[config.mk]
export PLATFORM = sky130hd
export DESIGN_NAME = add_4
export DESIGN_NICKNAME = d
export VERILOG_FILES = /design/src/rtl/add_4.sv
export SDC_FILE = /design/constraint.sdc
export NUM_CORES = 1
export LEC_CHECK = 0
export CAP_MARGIN = 5
export CORE_AREA = 2 2 39 41
export CTS_CLUSTER_DIAMETER = 50
export CTS_CLUSTER_SIZE = 40
export DETAILED_ROUTE_END_ITERATION = 7
export DIE_AREA = 0 0 41 43
export GPL_ROUTABILITY_DRIVEN = 0
export GPL_TIMING_DRIVEN = 0
export PLACE_DENSITY = 0.65
export SETUP_SLACK_MARGIN = 0.05
export SLEW_MARGIN = 20
export SYNTH_ARGS = -nofsm -noshare
export SYNTH_HDL_FRONTEND = slang
export SYNTH_SLANG_ARGS = --single-unit
[constraint.sdc]
create_clock -name clk -period 0.8 [get_ports clk]
set_input_delay 0.08 -clock clk [delete_from_list [all_inputs] [get_ports clk]]
set_output_delay 0.08 -clock clk [all_outputs]
set_load 0.02 [all_outputs]
[src/rtl/add_4.sv]
// Four-bit carry-lookahead adder slice with registered sum, carry-out and group P/G.
// Define ADD4_INPUT_REG_EN to add a registered input stage (latency 2 instead of 1).
`timescale 1ns/1ps

module add_4 (
  input  logic       clk,
  input  logic       rst,
  input  logic [3:0] A,
  input  logic [3:0] B,
  input  logic       C_in,
  output logic [3:0] S,
  output logic       C_out,
  output logic       P_out,
  output logic       G_out
);

  logic [3:0] opA;
  logic [3:0] opB;
  logic       opCin;

`ifdef ADD4_INPUT_REG_EN
  logic [3:0] a_q;
  logic [3:0] b_q;
  logic       cin_q;

  always_ff @(posedge clk or posedge rst) begin
    if (rst) begin
      a_q   <= 4'h0;
      b_q   <= 4'h0;
      cin_q <= 1'b0;
    end else begin
      a_q   <= A;
      b_q   <= B;
      cin_q <= C_in;
    end
  end

  assign opA   = a_q;
  assign opB   = b_q;
  assign opCin = cin_q;
`else
  assign opA   = A;
  assign opB   = B;
  assign opCin = C_in;
`endif

  logic [3:0] p;
  logic [3:0] g;
  logic [4:0] c;
  logic [3:0] s_d;
  logic       cOut_d;
  logic       pOut_d;
  logic       gOut_d;

  assign p = opA ^ opB;
  assign g = opA & opB;

  // Every carry is a flat sum of products so no carry depends on another carry.
  assign c[0] = opCin;
  assign c[1] = g[0] | (p[0] & opCin);
  assign c[2] = g[1] | (p[1] & g[0]) | (p[1] & p[0] & opCin);
  assign c[3] = g[2] | (p[2] & g[1]) | (p[2] & p[1] & g[0])
              | (p[2] & p[1] & p[0] & opCin);
  assign c[4] = g[3] | (p[3] & g[2]) | (p[3] & p[2] & g[1])
              | (p[3] & p[2] & p[1] & g[0])
              | (p[3] & p[2] & p[1] & p[0] & opCin);

  assign s_d    = p ^ c[3:0];
  assign cOut_d = c[4];
  assign pOut_d = &p;
  assign gOut_d = g[3] | (p[3] & g[2]) | (p[3] & p[2] & g[1])
                | (p[3] & p[2] & p[1] & g[0]);

  logic [3:0] s_q;
  logic       cOut_q;
  logic       pOut_q;
  logic       gOut_q;

  always_ff @(posedge clk or posedge rst) begin
    if (rst) begin
      s_q    <= 4'h0;
      cOut_q <= 1'b0;
      pOut_q <= 1'b0;
      gOut_q <= 1'b0;
    end else begin
      s_q    <= s_d;
      cOut_q <= cOut_d;
      pOut_q <= pOut_d;
      gOut_q <= gOut_d;
    end
  end

  assign S     = s_q;
  assign C_out = cOut_q;
  assign P_out = pOut_q;
  assign G_out = gOut_q;

endmodule

* After elaboration in Yosys (flattened, before gate mapping)
Cells that the tools add are included. W data, S select, Z words.
Word-level totals: flip-flop bits (word level) 7, input port bits 11, output and inout bits 7
Operators by class: bitwise gates (word level) 29, reductions and logical operators 1
Operators by type and width (number):
- $and A1 B1 Y1 | 16
- $or A1 B1 Y1 | 10
- $xor A4 B4 Y4 | 2
- $and A4 B4 Y4 | 1
- $reduce_and A4 Y1 | 1

* Longest topological paths before layout
word-level depth 6, mapped depth 4, depth with buffers taken out 4

* Worst setup path before layout
No wires, ideal clock.
path kind input to register, start input A[2], end register cOut_q (netlist: C_out), setup time 118 ps, arrival time 897 ps, setup slack -215 ps, stages 4, buffers on the path 0, path through ha_1 a41oi_1 o21ai_2 a21o_1
Between the ends: cells in the longest elaborated chain, start to end 6, elaborated cells between the ends (all ways) 13, classes of those cells bitwise: 13
RTL lines:
- start, declared | RTL line 8 | input logic [3:0] A,
- $and A4 B4 Y4 or $xor A4 B4 Y4 (tied branches) | RTL line 56, 55
- $and A1 B1 Y1 (on tied branches) | RTL line 64, 65, 66
- $or A1 B1 Y1, or another cell as far along (2 in series) | RTL line 64 | assign c[4] = g[3] | (p[3] & g[2]) | (p[3] & p[2] & g[1])
- $or A1 B1 Y1 or $and A1 B1 Y1 (tied branches) | RTL line 65, 66
- $or A1 B1 Y1 (*) | RTL line 66 | | (p[3] & p[2] & p[1] & p[0] & opCin);
- via cOut_d | RTL line 51 | logic cOut_d;
- end signal, assigned | RTL line 87 | cOut_q <= cOut_d;
- end, declared | RTL line 75 | logic cOut_q;
Mark *: on every way through the listed nets, which the timed path passes. The rest lies on a longest branch.

* Final worst setup path
start register pOut_q (netlist: P_out), end output P_out
RTL lines:
- start, declared | RTL line 76 | logic pOut_q;
- start signal, assigned | RTL line 88 | pOut_q <= pOut_d;
- end, declared | RTL line 13 | output logic P_out,
No word-level cell between the ends.

==> results.toml <==
[outcome]
status = "finished with violations"
violations = "negative setup slack"

[logic_synthesis]
synth-xor-area-share_pct = 7.02
synth-main-ff-cell = "dfrtp_1"
ys_ff_latch = 7
avgSynthCellArea_um2 = 12.1
seq_area_frac_synth_pct = 46.8
ys_types = 12
synth_area_leaders = "dfrtp_1 47%, ha_1 17%, a21o_1 6.0%, inv_1 6.0%, fa_1 5.4%"
synthDominantCellAreaShare_pct = 46.8
synth_top_area_cell = "dfrtp_1"
syn_area_um2 = 374
netlist_instances = 31
synth-edff-count = 0
synth_compound_area_share_pct = 15.4
synth_top_family_by_area = "adder cells"
yosysMostFrequentCell = "dfrtp_1"
synthMuxAreaShare_pct = 0
async_flop_share_pct = 100
synthTopCellsByCount = "7 x dfrtp_1, 6 x inv_1, 5 x ha_1"
yosys_warnings = 0
yosys.area_share.simple_pct = 2.68
synthAdderAreaFrac_pct = 22.1
syn-num-nets = 48

[clocking]
cts.sink_count = 7
cts_tree = "done"
htreeDepth = 1
hold_buffers = 0
cts_made_buffers = 3
clock_path_buffers = 2
clockRootBuffer = "clkbuf_4"
cts.clk_slew.worst_paths_ns = 0.05

[placement]
port_buffers = 17
pre_cts_ws_ns = -0.661
dp_hpwl_um = 524
dp_cells = 64

[die]
start_util_pct = 27.0
fp-row-count = 14
die_w_um = 41
die_h_um = 43
core_mm2 = 0.00138
io_pins = 18
dieArea_mm2 = 0.00176

[timing]
finalWorstSetupSlack_ns = -0.0295
finalMaxSlewViolations = 0
hold_viol = 0
max_freq_mhz = 1210
min_period_ns = 0.829
rsz0062_at_grt = "true"
timing.final.crit_share_pct = 104
relSlewSlack_pct = 84.3
setup_violations = 7
tightest_slew_ns = 0.235

[worst_setup_path]
worstPathCellList = "buf_6"
critPathLaunchType = "flop"
cp_num_cells = 1
endpoint_kind = "primary output"
worstPathArrival_ns = 0.75
cp_top_family = "flip-flops"
cp_max_fo = 1
cp-startpoint = "P_out"
critPathRequiredTime_ns = 0.72
max_stage_delay_ns = 0.37
worst-setup-path-type = "reg -> out"
critPathCapture = "P_out"
crit_path_top_delay_cell = "dfrtp_1"
critPathBufInv = 1

[detailed_routing]
wl_um = 709
drt_iter0_markers = 0
final_antenna_net_count = 0
drcViolationCount = 0
drt_first_pass_iters = 1
vias = 294
wl_per_cell_um = 10.1
viasPerCell = 4.20

[power_and_ir_drop]
finalPower_w = 0.00118
powerDensity_mw_per_mm2 = 1740
leakage_nw = 0.325
ir_worst_vdd_v = 0.000498

[finish]
n_antenna_cell = 0
drive_gt1_share_pct = 55.6
utilization_pct = 48.8
areaGrowthSynthToFinish_pct = 80.6
finalNetCount = 72
layout.cells.non_filler = 70

[grt]
grt-busiest-layer = "met2"
met3_usage_pct = 0
grt_pass1_wl_um = 1210
groute.usage.overall_pct = 10.6
grt_overflow = 0
grt_max_degree = 8
use_met2_pct = 17.5
antenna_found_initial = 0
grt_pass1_vias = 321
use_met1_pct = 10.2

[job]
max_cap_violations = 0

[worst_hold_path]
hp-class = "in -> async"
## layout by cell type (no fill, tap or decap)
cell type        count
xor2_1               1
ha_4                 4
a41oi_2              1
a21o_1               3
ha_1                 1
o21ai_2              1
clkbuf_4             3
clkdlybuf4s50_1      1
a21oi_2              1
buf_4                2
a21oi_4              1
buf_8                1
o21bai_1             1
inv_8                1
and4_2               1
dlygate4sd2_1        2
buf_6                8
inv_1                5
fa_2                 1
clkbuf_1             1
xnor2_1              2
buf_2                5
dfrtp_1              7
## through the flow
| step | cell area, µm² | setup TNS (ns) | hold WS [ns] |
|---|---|---|---|
| floorplan | 437 | -0.122 | -0.117 |
| CTS | 662 | -0.240 | 0.0572 |
| detailed placement | 627 | -5.20 | 0.316 |
| global placement | 627 | -5.11 | 0.316 |
| finish | 676 | -0.153 | 0.0508 |
| global route | 676 | -0.281 | 0.0948 |
## state kept, by name, indices dropped and copies added (netlist names)
| name | count |
|---|---|
| P_out | 1 |
| C_out | 1 |
| G_out | 1 |
| S | 4 |
## metal layers
metal | vias up | routed length (µm)
met5 | - | 0
met3 | 0 | 36
li1 | 150 | -
met2 | 12 | 392
met1 | 132 | 280
met4 | 0 | 0
## area by class of cell
class | count | area, µm²
clock buffers | 4 | 26.3
fillers | 141 | 708
inverters | 6 | 30.0
multi-input cells | 18 | 251
flip-flops and latches | 7 | 175
well taps | 16 | 20.0
repair buffers | 19 | 173
## power breakdown
group | internal (W) | switching, W
combinational | 0.000238 | 0.000198
sequential | 0.000407 | 0.0000227
clock | 0.000190 | 0.000121
total | 0.000835 | 0.000342
## how the worst min path moves through the flow
stage / startpoint / to / slack, ns / cells after the start
after floorplan: rst / C_out / -0.12 / 1
after global placement: rst / P_out / 0.32 / 2
after detailed placement: rst / G_out / 0.32 / 2
after CTS: rst / S[0] / 0.06 / 2
after global routing: rst / S[3] / 0.09 / 2
final: rst / G_out / 0.05 / 2
## what timing repair did
item	4_1_cts	5_1_grt
setup buffers	2	0
setup endpoints to repair	14	10
gates resized for setup	77	3
pin swaps	5	5
## logic make-up (layout without fill, tap and decap cells)
| logic type | after synthesis | in the layout |
|---|---|---|
| AO/OA/AOI/OAI | 8 | 8 |
| adder cells (fa/ha/maj) | 6 | 6 |
| AND/OR/NAND/NOR | 1 | 1 |
| XOR/XNOR | 3 | 3 |
| buffers and inverters | 6 | 29 |
| flip-flops | 7 | 7 |
(Power assumes the default switching activity.)
